--- src/rtl/sky_frame_ctrl_if.sv ---
// Control bundle between the sky frame scheduler and its environment.
// master drives enable/finish_drawing; slave is the scheduler itself.
interface sky_frame_ctrl_if;
    logic        enable;
    logic        finish_drawing;
    logic        update;
    logic        draw;
    logic        plot;
    logic        busy;
    logic [15:0] frame_count;
    logic [7:0]  skipped;
    logic        wdog_err;

    modport master (
        output enable,
        output finish_drawing,
        input  update,
        input  draw,
        input  plot,
        input  busy,
        input  frame_count,
        input  skipped,
        input  wdog_err
    );

    modport slave (
        input  enable,
        input  finish_drawing,
        output update,
        output draw,
        output plot,
        output busy,
        output frame_count,
        output skipped,
        output wdog_err
    );
endinterface

--- src/rtl/sky_frame_ctrl.sv ---
// Frame scheduler upstream of the sky scroller: frame ticks, scroll pulse, draw/plot.
// Optional draw watchdog is enabled by defining SKY_FRAME_WATCHDOG_EN.
module sky_frame_ctrl #(
    parameter int TICKS_PER_FRAME = 833333,
    parameter int FRAMES_PER_STEP = 15,
    parameter int CNT_W           = 20,
    parameter int WDOG_CYCLES     = 4096
) (
    input  logic             clock,
    input  logic             reset,
    sky_frame_ctrl_if.slave  bus
);

    typedef enum logic [2:0] {
        IDLE,
        WAIT_TICK,
        UPDATE,
        SETTLE,
        DRAW,
        DONE
    } state_t;

    localparam logic [CNT_W-1:0] TICK_MAX  = CNT_W'(TICKS_PER_FRAME - 1);
    localparam logic [7:0]       STEP_LAST = 8'(FRAMES_PER_STEP - 1);

    state_t            r_state;
    state_t            w_state_nxt;
    logic [CNT_W-1:0]  r_tick_cnt;
    logic [7:0]        r_step_cnt;
    logic [15:0]       r_frame_cnt;
    logic [7:0]        r_skipped;
    logic              r_draw_q;
    logic              w_tick;
    logic              w_step_adv;
    logic              w_step_clr;
    logic              w_skip;
    logic              w_draw;
    logic              w_wdog_trip;

    assign w_tick = (r_tick_cnt == '0);
    assign w_draw = (r_state == DRAW);

`ifdef SKY_FRAME_WATCHDOG_EN
    localparam int WDOG_W = $clog2(WDOG_CYCLES + 1);
    localparam logic [WDOG_W-1:0] WDOG_LAST = WDOG_W'(WDOG_CYCLES - 1);

    logic [WDOG_W-1:0] r_wdog_cnt;
    logic              r_wdog_err;

    // Count cycles spent in DRAW; held at zero elsewhere so DRAW entry starts fresh.
    always_ff @(posedge clock or negedge reset) begin
        if (!reset) begin
            r_wdog_cnt <= '0;
        end else if (w_draw && w_state_nxt == DRAW) begin
            r_wdog_cnt <= r_wdog_cnt + 1'b1;
        end else begin
            r_wdog_cnt <= '0;
        end
    end

    // Sticky timeout flag, cleared only by reset.
    always_ff @(posedge clock or negedge reset) begin
        if (!reset) begin
            r_wdog_err <= 1'b0;
        end else if (w_wdog_trip) begin
            r_wdog_err <= 1'b1;
        end
    end

    assign bus.wdog_err = r_wdog_err;
`else
    logic w_unused_wdog;
    assign w_unused_wdog = |WDOG_CYCLES;
    assign bus.wdog_err  = 1'b0;
`endif

    // Free-running frame tick divider, active in every state.
    always_ff @(posedge clock or negedge reset) begin
        if (!reset) begin
            r_tick_cnt <= TICK_MAX;
        end else if (w_tick) begin
            r_tick_cnt <= TICK_MAX;
        end else begin
            r_tick_cnt <= r_tick_cnt - 1'b1;
        end
    end

    // State register.
    always_ff @(posedge clock or negedge reset) begin
        if (!reset) begin
            r_state <= IDLE;
        end else begin
            r_state <= w_state_nxt;
        end
    end

    // Next-state logic plus step/overrun/watchdog strobes.
    always_comb begin
        w_state_nxt = r_state;
        w_step_adv  = 1'b0;
        w_step_clr  = 1'b0;
        w_skip      = 1'b0;
        w_wdog_trip = 1'b0;
        unique case (r_state)
            IDLE: begin
                if (bus.enable) w_state_nxt = WAIT_TICK;
            end
            WAIT_TICK: begin
                if (!bus.enable) begin
                    w_state_nxt = IDLE;
                end else if (w_tick) begin
                    if (r_step_cnt == STEP_LAST) begin
                        w_step_clr  = 1'b1;
                        w_state_nxt = UPDATE;
                    end else begin
                        w_step_adv  = 1'b1;
                        w_state_nxt = DRAW;
                    end
                end
            end
            UPDATE: begin
                w_skip      = w_tick;
                w_state_nxt = SETTLE;
            end
            SETTLE: begin
                w_skip      = w_tick;
                w_state_nxt = DRAW;
            end
            DRAW: begin
                w_skip = w_tick;
                if (bus.finish_drawing) begin
                    w_state_nxt = DONE;
                end
`ifdef SKY_FRAME_WATCHDOG_EN
                else if (r_wdog_cnt == WDOG_LAST) begin
                    w_wdog_trip = 1'b1;
                    w_state_nxt = DONE;
                end
`endif
            end
            DONE: begin
                w_skip      = w_tick;
                w_state_nxt = bus.enable ? WAIT_TICK : IDLE;
            end
            default: w_state_nxt = IDLE;
        endcase
    end

    // Frames-between-scroll counter, only moved by ticks seen in WAIT_TICK.
    always_ff @(posedge clock or negedge reset) begin
        if (!reset) begin
            r_step_cnt <= '0;
        end else if (w_step_clr) begin
            r_step_cnt <= '0;
        end else if (w_step_adv) begin
            r_step_cnt <= r_step_cnt + 1'b1;
        end
    end

    // Frame counter (wrapping) and saturating overrun counter.
    always_ff @(posedge clock or negedge reset) begin
        if (!reset) begin
            r_frame_cnt <= '0;
            r_skipped   <= '0;
        end else begin
            if (w_tick) r_frame_cnt <= r_frame_cnt + 1'b1;
            if (w_skip && r_skipped != 8'hFF) r_skipped <= r_skipped + 1'b1;
        end
    end

    // draw delayed one cycle so the drawer's first output is registered before plotting.
    always_ff @(posedge clock or negedge reset) begin
        if (!reset) begin
            r_draw_q <= 1'b0;
        end else begin
            r_draw_q <= w_draw;
        end
    end

    assign bus.update      = (r_state == UPDATE);
    assign bus.draw        = w_draw;
    assign bus.plot        = r_draw_q & w_draw & ~bus.finish_drawing;
    assign bus.busy        = (r_state != IDLE) && (r_state != WAIT_TICK);
    assign bus.frame_count = r_frame_cnt;
    assign bus.skipped     = r_skipped;

endmodule
--- src/flat_wrapper.sv ---
// flat-port wrapper written by rule: the top's interface ports become plain ports
module sky_frame_ctrl_flat 
#(
    parameter int TICKS_PER_FRAME = 833333,
    parameter int FRAMES_PER_STEP = 15,
    parameter int CNT_W           = 20,
    parameter int WDOG_CYCLES     = 4096
)
  (clock, reset, bus_enable, bus_finish_drawing, bus_update, bus_draw, bus_plot, bus_busy, bus_frame_count, bus_skipped, bus_wdog_err);
  sky_frame_ctrl_if bus_i ();
  input  logic clock;
  input  logic reset;
  input wire logic [$bits(bus_i.enable)-1:0] bus_enable;
  input wire logic [$bits(bus_i.finish_drawing)-1:0] bus_finish_drawing;
  output wire logic [$bits(bus_i.update)-1:0] bus_update;
  output wire logic [$bits(bus_i.draw)-1:0] bus_draw;
  output wire logic [$bits(bus_i.plot)-1:0] bus_plot;
  output wire logic [$bits(bus_i.busy)-1:0] bus_busy;
  output wire logic [$bits(bus_i.frame_count)-1:0] bus_frame_count;
  output wire logic [$bits(bus_i.skipped)-1:0] bus_skipped;
  output wire logic [$bits(bus_i.wdog_err)-1:0] bus_wdog_err;
  assign bus_i.enable = bus_enable;
  assign bus_i.finish_drawing = bus_finish_drawing;
  assign bus_update = bus_i.update;
  assign bus_draw = bus_i.draw;
  assign bus_plot = bus_i.plot;
  assign bus_busy = bus_i.busy;
  assign bus_frame_count = bus_i.frame_count;
  assign bus_skipped = bus_i.skipped;
  assign bus_wdog_err = bus_i.wdog_err;
  sky_frame_ctrl #(.TICKS_PER_FRAME(TICKS_PER_FRAME), .FRAMES_PER_STEP(FRAMES_PER_STEP), .CNT_W(CNT_W), .WDOG_CYCLES(WDOG_CYCLES)) u_core (.clock(clock), .reset(reset), .bus(bus_i));
endmodule
--- config.mk ---
export PLATFORM = sky130hd
export DESIGN_NAME = sky_frame_ctrl_flat
export DESIGN_NICKNAME = d
export VERILOG_FILES = /design/src/rtl/sky_frame_ctrl_if.sv /design/src/rtl/sky_frame_ctrl.sv /design/src/flat_wrapper.sv
export SDC_FILE = /design/constraint.sdc
export NUM_CORES = 1
export LEC_CHECK = 0
export CORE_MARGIN = 3
export CORE_UTILIZATION = 42
export DETAILED_ROUTE_END_ITERATION = 8
export SETUP_SLACK_MARGIN = 0.02
export SLEW_MARGIN = 15
export SYNTH_ARGS = -nofsm -noshare
export SYNTH_HDL_FRONTEND = slang
export SYNTH_SLANG_ARGS = --single-unit
--- constraint.sdc ---
create_clock -name clock -period 3.4 [get_ports clock]
set_clock_uncertainty 0.2 [all_clocks]
set_input_delay 0.68 -clock clock [delete_from_list [all_inputs] [get_ports clock]]
set_output_delay 0.68 -clock clock [all_outputs]
set_load 0.1 [all_outputs]
# Word level (Yosys, flattened, before mapping)
# Cells that the tools add are included.
# totals
ff_bits,56
output_inout_bits,29
word_cells,51
# op_classes
n_addsub,4
eq_ne,11
n_mux,19
bitwise,3
reduce_logical,8
# op_table
cell,n
zero test 20 bit,1
2-to-1 mux 20 bit,1
subtractor 20 x 1 -> 20 bit (second input constant),1
one-hot mux 3 bit (6 select lines),1
adder 16 x 1 -> 16 bit (second input constant),1
adder 8 x 1 -> 8 bit (second input constant),2
2-to-1 mux 8 bit,2
2-to-1 mux 3 bit,5
2-to-1 mux 1 bit,10
equality test 8 x 4 -> 1 bit (second input constant),1
inequality test 8 bit (second input constant),1
equality test 3 x 2 -> 1 bit (second input constant),2
equality test 3 bit (second input constant),2
inequality test 2 bit (second input constant),2
OR reduction 4 bit,1
equality test 3 x 1 -> 1 bit (second input constant),1
zero test 3 bit,1
inequality test 3 x 1 -> 1 bit (second input constant),1
inequality test 3 x 2 -> 1 bit (second input constant),1
AND reduction 3 bit,1
nonzero test 3 bit,1
bitwise AND 1 bit,2
logical AND 1 bit,2
nonzero test 2 bit,1
inverter 1 bit,1

# Depth between registers and ports, before layout
# depth
ltp_word,7
ltp_mapped,9

# Least setup slack after synthesis
# Ideal clock, no wire load.
# synth_path
path_kind,input to output
start,input port bus_finish_drawing
end,output port bus_plot
arrival_time_ns,2.868
setup_slack_ns,-0.348
cell_stages,1
n_path_buf,0
cell_sequence,nor3b_1
# synth_between
elab_chain_cells,2
# synth_lines
element,line,text
start: declaration,flat_wrapper.sv:14,input wire logic [$bits(bus_i.finish_drawing)-1:0] bus_finish_drawing;
inverter 1 bit,sky_frame_ctrl.sv:182,assign bus.plot = r_draw_q & w_draw & ~bus.finish_drawing;
bitwise AND 1 bit,sky_frame_ctrl.sv:182,
end: declaration,flat_wrapper.sv:17,output wire logic [$bits(bus_i.plot)-1:0] bus_plot;
# No other way between the ends.

# Worst setup path in the final report
# layout_path
start,register u_core.r_tick_cnt[0]
end,register u_core.r_step_cnt[4]
# layout_between
elab_chain_cells,5
elab_cells_between_ends,9
# layout_lines
element,line,text
start: declaration,sky_frame_ctrl.sv:28,logic [CNT_W-1:0] r_tick_cnt;
start signal: assignment,sky_frame_ctrl.sv:84,r_tick_cnt <= r_tick_cnt - 1'b1;
zero test 20 bit *,sky_frame_ctrl.sv:40,assign w_tick = (r_tick_cnt == '0);
2-to-1 mux 1 bit,sky_frame_ctrl.sv:111,end else if (w_tick) begin
2-to-1 mux 1 bit,sky_frame_ctrl.sv:109,if (!bus.enable) begin
2-to-1 mux 1 bit,sky_frame_ctrl.sv:104,unique case (r_state)
2-to-1 mux 8 bit or nonzero test 2 bit (tied branches),--,
end signal: assignment,sky_frame_ctrl.sv:156,r_step_cnt <= r_step_cnt + 1'b1;
end: declaration,sky_frame_ctrl.sv:29,logic [7:0] r_step_cnt;
# Mark *: on every way between the ends. The rest lies on a longest branch, timed or not.
# A chain may end at the register's enable or synchronous reset.

==> results.sh <==
export IMPL_run_status="complete, no violations"
export IMPL_tritoncts_num_buffers=5
export IMPL_dp_wirelength_um=3420
export IMPL_most_used_cells_in_the_layout_excluding_fill_and_tap_cells="sky130_fd_sc_hd__dfrtp_1 (45), sky130_fd_sc_hd__buf_4 (31), sky130_fd_sc_hd__nor2_1 (27)"
export IMPL_syn_area_per_cell_um2=10.7
export IMPL_clk_pin_slew_worst_paths_ns=0.10
export IMPL_postCtsResizedCells=0
export IMPL_grt_start_max_net_pins=57
export IMPL_min_delay_path_class="register to register"
export IMPL_worst_r2r_endpoint="u_core.r_step_cnt[4]"
export IMPL_design_die_area_um2=7470
export IMPL_place_port_buffers=31
export IMPL_netlist_area_leader_share=0.415
export IMPL_n_fill_cell=570
export IMPL_cts_setup_buffers=0
export IMPL_ant_nets=0
export IMPL_critical_path_arrival_ns=2.86
export IMPL_finalSetupViolCount=0
export IMPL_setup_slack_of_the_most_critical_reg_to_reg_path_ns=0.60
export IMPL_drt_total_wl_um=4940
export IMPL_std_cell_rows=28
export IMPL_yosys_warnings=0
export IMPL_starting_density_of_the_core=0.446
export IMPL_drv_cap=0
export IMPL_asyncSetResetFlopFracSynth=1.00
export IMPL_cp_max_fo=8
export IMPL_cts_hold_buffers=0
export IMPL_grt_setup_unrepaired="no"
export IMPL_antenna_found_initial=0
export IMPL_clockRootBuffer="sky130_fd_sc_hd__clkbuf_8"
export IMPL_synth_area_leaders="sky130_fd_sc_hd__dfrtp_1 (41%), sky130_fd_sc_hd__dfstp_2 (11%), sky130_fd_sc_hd__xor2_1 (6.4%), sky130_fd_sc_hd__xnor2_1 (6.1%), sky130_fd_sc_hd__nor2_1 (3.7%)"
export IMPL_final_hold_viol_count=0
export IMPL_areaGrowthSynthToFinish_pct=15.6
export IMPL_synth_nets=264
export IMPL_synth_area_leader_cell="sky130_fd_sc_hd__dfrtp_1"
export IMPL_critPathLaunchType="register"
export IMPL_critical_path_reg2reg_startpoint="u_core.r_tick_cnt[0]"
export IMPL_cellLeakagePower_nw=1.47
export IMPL_postLayoutSetupSlackWorst_ns=0.596
export IMPL_worstSetupPathType="register to register"
export IMPL_finalCriticalPeriod_ns=2.80
export IMPL_num_io_pins=33
export IMPL_die_height_um=86.4
export IMPL_path_cells="inv_1 -> ha_1 -> or3b_2 -> nor4_4 -> nand4_1 -> or4_1 -> nand2_1"
export IMPL_critical_path_endpoint_type="register"
export IMPL_netlist_instances=255
export IMPL_overflow=0
export IMPL_dr_total_vias=1867
export IMPL_netlist_cell_type_count=45
export IMPL_layout_commonest_cell="sky130_fd_sc_hd__dfrtp_1"
export IMPL_relSlewSlack=0.529
export IMPL_worst_slew_pin_transition_ns=0.706
export IMPL_htreeDepth=2
export IMPL_synth_seq_cells=56
export IMPL_gp_congestion=0.800
export IMPL_max_clock_path_buffers=2
export IMPL_mappedNetlistArea_um2=2720
export IMPL_cts_num_sinks=56
export IMPL_pd_cells_nw_per_um2=412
export IMPL_layout_worst_path_cycle_share=0.825
export IMPL_worst_hold_path_num_cells=1
export IMPL_first_global_vias=1786
export IMPL_remaining_drc_errors=0
export IMPL_setup_total_negative_slack_ns=0
export IMPL_synth_seq_area_share=0.521
export IMPL_dpl_worst_slack_ns=0.605
export IMPL_slowest_delay_ns=0.57
export IMPL_critical_path_slowest_cell="sky130_fd_sc_hd__or3b_2"
export IMPL_net_total_in_the_final_layout=298
export IMPL_design_core_area_um2=6100
export IMPL_synth_edff_count=0
export IMPL_hold_path_startpoint="u_core.bus.frame_count[15]"
export IMPL_synth_top_flop_cell="sky130_fd_sc_hd__dfrtp_1"
export IMPL_crit_required_ns=3.45
export IMPL_fraction_of_layout_cells_with_a_size_suffix_above_1=0.231
export IMPL_tritoncts="built"
export IMPL_die_width_um=86.4
export IMPL_worstSkewPairLatency_ns=0.31
export IMPL_firstDrtPassIters=4
export IMPL_clock_fmax_mhz=357
export IMPL_avgRoutedWirePerCell_um=13.5
export IMPL_antenna_diode_count=0
export IMPL_final_max_slew_violation_count=0
export IMPL_worst_hold_path_endpoint="u_core.bus.frame_count[15]"
export IMPL_vias_per_cell=5.12
export IMPL_number_of_design_rule_violations_left_by_the_first_detailed_router_iteration=68
export IMPL_track_usage=0.142
export IMPL_vdd_ir_drop_max_mv=0.225
export IMPL_grt_first_pass_wirelength_um=8440
export IMPL_worstRegToRegCells=7
-- power breakdown --
part,switching (mW),total [mW],internal [mW]
Clock,0.208,0.427,0.219
Sequential,0.0177,0.699,0.681
Combinational,0.129,0.169,0.0395
-- area by class of cell --
class / instances / area, um2 / share of cell area
Clock inverter: 2 / 35.0 / 0.0112
Clock buffer: 6 / 72.6 / 0.0231
Timing Repair Buffer: 34 / 258 / 0.0821
Sequential cell: 56 / 1420 / 0.451
Multi-Input combinational cell: 183 / 1230 / 0.392
Inverter: 9 / 33.8 / 0.0108
Tap cell: 75 / 93.8 / 0.0299
-- worst max-delay path: cells and delay by family (launching register included) --
family	cells	cell delay, ns
flip-flops	1	0.41
adder cells (fa/ha/maj)	1	0.17
AND/OR/NAND/NOR	5	1.91
buffers and inverters	1	0.07
-- worst max-delay path by stage --
stage | startpoint | endpoint | slack (ns) | cells after the start
finish | u_core.r_tick_cnt[0] | u_core.r_step_cnt[4] | 0.60 | 7
global route | u_core.r_tick_cnt[0] | u_core.r_step_cnt[7] | 0.42 | 7
CTS | u_core.r_tick_cnt[0] | u_core.r_step_cnt[4] | 0.60 | 7
detailed placement | u_core.r_tick_cnt[0] | u_core.r_step_cnt[4] | 0.61 | 7
global placement | u_core.r_tick_cnt[0] | u_core.r_step_cnt[4] | 0.66 | 7
floorplan | u_core.r_state[1] | bus_plot | 0.63 | 3
-- Yosys cell counts (all sizes together) (2+ instances only) --
master and number:
dfrtp 45, nand3 13, nor3b 2, or4 5
nand2 20, nor2b 2, nor2 28, a21oi 3
clkbuf 3, a21o 3, ha 5, dfstp 11
xnor2 19, o31ai 3, xor2 20, or2 2
buf 4, o21ai 8, inv 9, and2 2
nand4 8, nor3 17, nor4 8, and3 3
-- routing by layer --
metal	up-vias	global-route usage	routed length, um
met5	-	0	0
met2	22	0.227	2330
li1	945	-	-
met3	7	0.0285	141
met1	893	0.193	2390
met4	0	0.0510	74
-- registers in the layout, indices dropped and copies added (netlist names) --
signal / cells
u_core.bus.frame_count: 16
u_core.bus.skipped: 8
u_core.r_draw_q: 1
u_core.r_state: 3
u_core.r_step_cnt: 8
u_core.r_tick_cnt: 20
-- kinds of logic after synthesis --
| family | synth area share |
|---|---|
| and+or+nand+nor | 0.248 |
| buffers and inverters | 0.0272 |
| xor gates and xnor gates | 0.126 |
| adders and majority gates | 0.0230 |
| other | 0.00138 |
| muxes | 0.00783 |
| AOI/OAI and AO/OA | 0.0461 |
| DFF | 0.521 |
-- stage by stage --
stage / hold slack (ns) / cell area (um2) / instances / util / power [mW]
4_1_cts: 0.277 / 3140 / 365 / 0.515 / 1.32
2_1_floorplan: 0.184 / 2720 / 255 / - / 0.834
5_1_grt: 0.305 / 3140 / 365 / 0.515 / 1.36
3_5_place_dp: 0.261 / 3030 / 357 / 0.498 / 0.881
6_report: 0.269 / 3140 / 365 / 0.515 / 1.29
3_3_place_gp: 0.258 / 3030 / 357 / 0.498 / 0.882
Note: power is estimated with default switching activity, not from simulation.
==> edit 1 (config.mk and constraints unchanged) <==
Add a define of `SKY_FRAME_WATCHDOG_EN`.
--- a/src/rtl/sky_frame_ctrl.sv
+++ b/src/rtl/sky_frame_ctrl.sv
@@ -1,5 +1,7 @@
 // Frame scheduler upstream of the sky scroller: frame ticks, scroll pulse, draw/plot.
 // Optional draw watchdog is enabled by defining SKY_FRAME_WATCHDOG_EN.
+`define SKY_FRAME_WATCHDOG_EN
+
 module sky_frame_ctrl #(
     parameter int TICKS_PER_FRAME = 833333,
     parameter int FRAMES_PER_STEP = 15,
Formal check against the unedited RTL: no difference found for any inputs over 10 cycles, from zero or initial values and one cycle with reset low; that may be too few to reach the edited logic, so the function may still have changed.
==> edit 1 against the original RTL <==
Area after synthesis grew 26%; largest cell class unchanged; setup slack gained 0.13 ns; wire length rose by 30%; utilization is 0.95 points higher; combinational power down 84%; critical path depth fell by 3; sequential cell count increased by 14; sequential share of layout area is 2.0 points lower; fmax grew 4.7%; cell area grew 30%; global-route usage rose by 1.4 points; total power is 38% higher.
==> edit 1: results (changes against the original RTL) <==
Logic synthesis
  • Synth top cells by count: dfrtp_1 (59), nor2_1 (35), xor2_1 (32)
  • Synth Net Count: 332 (+26%)
  • Netlist cell types: 47 (+4.4%)
  • Cell count after synthesis: 322 (+26%)
  • Top cells by area, synth: dfrtp_1 (43%), dfstp_2 (8.5%), xor2_1 (8.2%)

Worst setup path
  • Crit-path max FO: 7 (-1)
  • WP data arrival: 1.80 ns (-1.06 ns)
  • Internal reg-to-reg setup slack: 0.89 ns (+0.29 ns)

Power and ir drop
  • Pwr dens: 435.0 nW/um^2 (+5.5%)
  • Pint: 1.444 mW (+54%)
  • Sequential Power: 836 uW (+20%)
  • Leakage power: 1.864 nW (+26%)
  • Clock power frac: 0.516 (+0.186)
  • VDD IR max: 206.4 uV (-8.4%)

Routing
  • Post-Route M1 WL: 3267 um (+37%)
  • Initial DRC count: 105 (+54%)
  • Routed vias/inst: 5.209 (+1.8%)
  • Top layer in use: met4
  • Avg WL per Cell: 13.64 um (+0.90%)
  • Met2 WL post-DR: 2797 um (+20%)

Clocking
  • H-tree Lvls: 3 (+1)
  • CTS clk-pin slew, worst paths: 0.08 ns (-0.02 ns)
  • Clock insertion delay at the later pin of the skew report: 0.35 ns (+0.04 ns)
  • TritonCTS Buffers: 9 (+4)
  • Root Driver: clkbuf_8

Placement
  • Buffers on Ports: 32 (+3.2%)
  • Dpl cells: 454 (+27%)
  • Final RePlAce weighted congestion: 0.7615 (-4.8%)
  • DP Area: 3816 sq um (+26%)
  • Post-Place Worst Slack: 0.7563 ns (+0.1512 ns)
  • HPWL Detailed: 4379 um (+28%)

Timing
  • Hold WS: 0.1589 ns (-0.1104 ns)
  • Normalized max-slew margin: 0.4984 (-0.03098)
  • Minimum clock period: 2.678 ns (-0.1254 ns)

GRT
  • Global-route wire length before repair: 11360 um (+35%)
  • Largest net degree at the start of global routing: 71 (+25%)
  • Vias in the first global route: 2393 (+34%)
  • GR Util All Layers: 0.1567 (+0.01439)

Cells and area
  • Layout cells sized above 1: 0.2120 (-0.01908)
  • Final std cells w/o fill: 470 (+29%)
  • Layout Nets: 373 (+25%)

Run status
  • Status: complete, no violations

Hold path
  • Worst min path class: in -> async
[edit 1: path summary, 6_finish.rpt]
path / to / from / cells past startpoint
hold reg to reg: u_core.bus.wdog_err$_DFFE_PN0P_ / u_core.bus.wdog_err$_DFFE_PN0P_ / 1
setup reg to reg: u_core.bus.frame_count[1]$_DFFE_PN0P_ / u_core.r_tick_cnt[0]$_DFF_PN0_ / 8
setup / recovery: bus_plot / u_core.r_state[2]$_DFF_PN0_ / 4
max in group asynchronous: u_core.r_tick_cnt[9]$_DFF_PN1_ / reset / 2
hold / removal: u_core.bus.wdog_err$_DFFE_PN0P_ / reset / 2
min in group clock: u_core.bus.wdog_err$_DFFE_PN0P_ / u_core.bus.wdog_err$_DFFE_PN0P_ / 1
[edit 1: cell type report]
type / instances / area [sq um]
fillers: 731 / 3711
flip-flops and latches: 70 / 1765
multi-input cells: 234 / 1580
repair buffers: 36 / 297.8
clock buffers: 11 / 151.4
clock inverters: 5 / 128.9
well taps: 102 / 127.6
inverters: 12 / 45.04
[edit 1: critical path, cell delays in order (launching register included)]
cell and delay [ns]:
dfrtp_1 0.47, nor3b_4 0.27, nor2b_1 0.31, and2_1 0.22, buf_12 0.18
[edit 1: cells by family after synthesis]
family | count (synthesis) | share of synthesized area
simple gates | 149 | 0.2461
flops | 70 | 0.5176
xor+xnor | 49 | 0.1258
compound gates | 26 | 0.05136
buf+inv | 18 | 0.02384
fa+ha+maj | 6 | 0.02201
mux | 4 | 0.01321
[edit 1: metal layers]
metal | GRT usage | vias to the layer above
li1 | - | 1225
met2 | 0.2271 | 44
met5 | 0 | -
met3 | 0.03049 | 11
met1 | 0.2257 | 1168
met4 | 0.06991 | 0
==> edit 2 (same flow settings) <==
Made on the original files. Encoding of `state_t`: now Gray code (3 bits for 6 states).
--- a/src/rtl/sky_frame_ctrl.sv
+++ b/src/rtl/sky_frame_ctrl.sv
@@ -12,12 +12,12 @@
 );
 
     typedef enum logic [2:0] {
-        IDLE,
-        WAIT_TICK,
-        UPDATE,
-        SETTLE,
-        DRAW,
-        DONE
+        IDLE      = 3'b000,
+        WAIT_TICK = 3'b001,
+        UPDATE    = 3'b011,
+        SETTLE    = 3'b010,
+        DRAW      = 3'b110,
+        DONE      = 3'b111
     } state_t;
 
     localparam logic [CNT_W-1:0] TICK_MAX  = CNT_W'(TICKS_PER_FRAME - 1);
Check against the original RTL: no difference found for any inputs over 10 cycles, from zero or initial values and one cycle with reset low; not proved beyond that.
==> edit 2 against the original RTL <==
Global-route usage grew 2.0 points; wire length is 19% higher; fmax fell by 2.0%; sequential power fell by 2%; area after synthesis increased by 4.1%; cell area rose by 5.5%; clock power about the same; total power down 6.1%; setup slack got worse by 0.057 ns; sequential cell count unchanged; critical path depth did not move; critical path type unchanged; largest cell class unchanged.
==> edit 2: results (changes against the original RTL) <==
Cells and area
  • Fill count: 594 (+4.2%)
  • Layout Nets: 318 (+6.7%)
  • Layout cells sized above 1: 0.2226 (-0.008454)
  • Max FFs per register: 20 (unchanged)
  • Diode count: 0 (unchanged)
  • Most flop-heavy register: u_core.r_tick_cnt

Placement
  • Buffers on Ports: 31 (unchanged)
  • Dpl cells: 379 (+6.2%)
  • Final RePlAce weighted congestion: 0.8060 (+0.81%)
  • HPWL Detailed: 4226 um (+23%)

Clocking
  • Root Driver: clkbuf_8
  • Clock Tree Buf Depth: 2 (unchanged)
  • Clock insertion delay at the later pin of the skew report: 0.31 ns (about the same)
  • PostCTS Resize Cnt: 0 (unchanged)
  • H-tree Lvls: 2 (unchanged)
  • Post-CTS Repair Setup Buffers: 0 (unchanged)
  • CTS clk-pin slew, worst paths: 0.10 ns (about the same)
  • TritonCTS Buffers: 5 (unchanged)

GRT
  • Met2 usage: 0.2527 (+0.02604)
  • Vias in the first global route: 2065 (+16%)
  • Global-route wire length before repair: 9970 um (+18%)
  • Global Route met1 Usage: 0.2293 (+0.03637)
  • Initial antenna violation count: 0 (unchanged)
  • GR Util All Layers: 0.1626 (+0.02033)
  • Largest net degree at the start of global routing: 30 (-47%)
  • Grt met3 use: 0.03293 (+0.004409)

Power and ir drop
  • Leakage power: 1.445 nW (-2.0%)
  • VDD IR max: 150.8 uV (-33%)

Hold path
  • Worst min path class: in -> async

Timing
  • Normalized max-slew margin: 0.4701 (-0.05932)
  • Hold Violations, Final: 0 (unchanged)

Logic synthesis
  • Synth top cells by count: dfrtp_1 (45), xnor2_1 (20), nand2_1 (18)
  • Synth warn: 0 (unchanged)
  • Asr flop ratio synth: 1.000 (unchanged)
  • Netlist cell types: 46 (+2.2%)
  • Post-synthesis sequential area ratio: 0.5007 (-0.02029)
  • Average cell area after synthesis: 10.39 sq um (-2.4%)
  • Top cells by area, synth: dfrtp_1 (40%), dfstp_2 (10%), xnor2_1 (6.2%)
  • Synth Net Count: 281 (+6.4%)

Routing
  • Routed vias/inst: 5.566 (+8.8%)
  • Initial DRC count: 80 (+18%)
  • WL final: 5881 um (+19%)
  • 1st-pass router iterations: 4 (unchanged)
  • Avg WL per Cell: 15.20 um (+12%)

Worst setup path
  • Worst path slowest cell: or4b_1
  • Top delay family on crit path: simple AND/OR/NAND/NOR gates
  • Worst stage delay on the critical path: 0.59 ns (+0.02 ns)
  • Crit-path max FO: 8 (unchanged)
  • WP data arrival: 2.86 ns (about the same)

Run status
  • Status: complete, no violations
==> edit 2: changes by cell type in the layout (fill, tap and decap cells not counted), sizes merged, moves of 4 or more <==
cell,change
and3,+5
buf,+6
nand4,+6
nor2,-10
nor3,-7
nor4,+6
o31ai,+5
or3,+4
xor2,-7
==> edit 2: cells by family after synthesis <==
kind of cell	after synthesis	share of synthesized area
adders and majority gates	5	0.02213
xor gates and xnor gates	34	0.1080
buffers and inverters	19	0.02833
muxes	4	0.01549
other	1	0.001327
DFF	56	0.5007
AOI/OAI and AO/OA	34	0.08057
and+or+nand+nor	119	0.2435
==> edit 2: area by class of cell <==
type	instances	area, sq um	share of cell area
Multi-Input combinational cell	197	1331	0.4020
Timing Repair Buffer	40	327.8	0.09898
Clock buffer	6	72.57	0.02191
Tap cell	77	96.34	0.02909
Clock inverter	2	35.03	0.01058
Sequential cell	56	1415	0.4273
Inverter	9	33.78	0.01020
==> edit 2: worst paths after layout <==
kind | slack (ns) | cells after the start | start | endpoint
max | 0.54 | 7 | u_core.r_tick_cnt[0]$_DFF_PN0_ | u_core.bus.skipped[4]$_DFFE_PN0P_
min | 0.20 | 1 | reset | u_core.bus.frame_count[0]$_DFFE_PN0N_
max reg2reg | 0.54 | 7 | u_core.r_tick_cnt[0]$_DFF_PN0_ | u_core.bus.skipped[4]$_DFFE_PN0P_
min reg2reg | 0.28 | 1 | u_core.r_step_cnt[7]$_DFFE_PN0P_ | u_core.r_step_cnt[7]$_DFFE_PN0P_
max in group asynchronous | 2.15 | 2 | reset | u_core.r_tick_cnt[18]$_DFF_PN1_
min in group clock | 0.28 | 1 | u_core.r_step_cnt[7]$_DFFE_PN0P_ | u_core.r_step_cnt[7]$_DFFE_PN0P_
==> edit 2: per-layer routing <==
| layer | wire (um) | vias up |
|---|---|---|
| li1 | - | 1065 |
| met1 | 2964 | 1052 |
| met2 | 2662 | 30 |
| met3 | 179 | 7 |
| met4 | 75 | 0 |
| met5 | 0 | - |
==> edit 2: power breakdown <==
part | total, mW | internal [mW] | switching, mW
Sequential | 0.685 | 0.673 | 0.0117
Combinational | 0.104 | 0.0296 | 0.0747
Clock | 0.427 | 0.219 | 0.208
==> edit 2: metrics by stage <==
| stage | util | total power, mW | hold slack, ns | instance area, sq um | setup slack (ns) |
|---|---|---|---|---|---|
| 6_report | 0.5157 | 1.216 | 0.2024 | 3312 | 0.5392 |
| 5_1_grt | 0.5157 | 1.276 | 0.2365 | 3312 | 0.4377 |
| 2_1_floorplan | - | 0.7662 | 0.1844 | 2826 | 0.6597 |
| 3_5_place_dp | 0.4989 | 0.8034 | 0.2622 | 3204 | 0.5348 |
| 3_3_place_gp | 0.4989 | 0.8042 | 0.2578 | 3204 | 0.5813 |
| 4_1_cts | 0.5157 | 1.242 | 0.2155 | 3312 | 0.5259 |
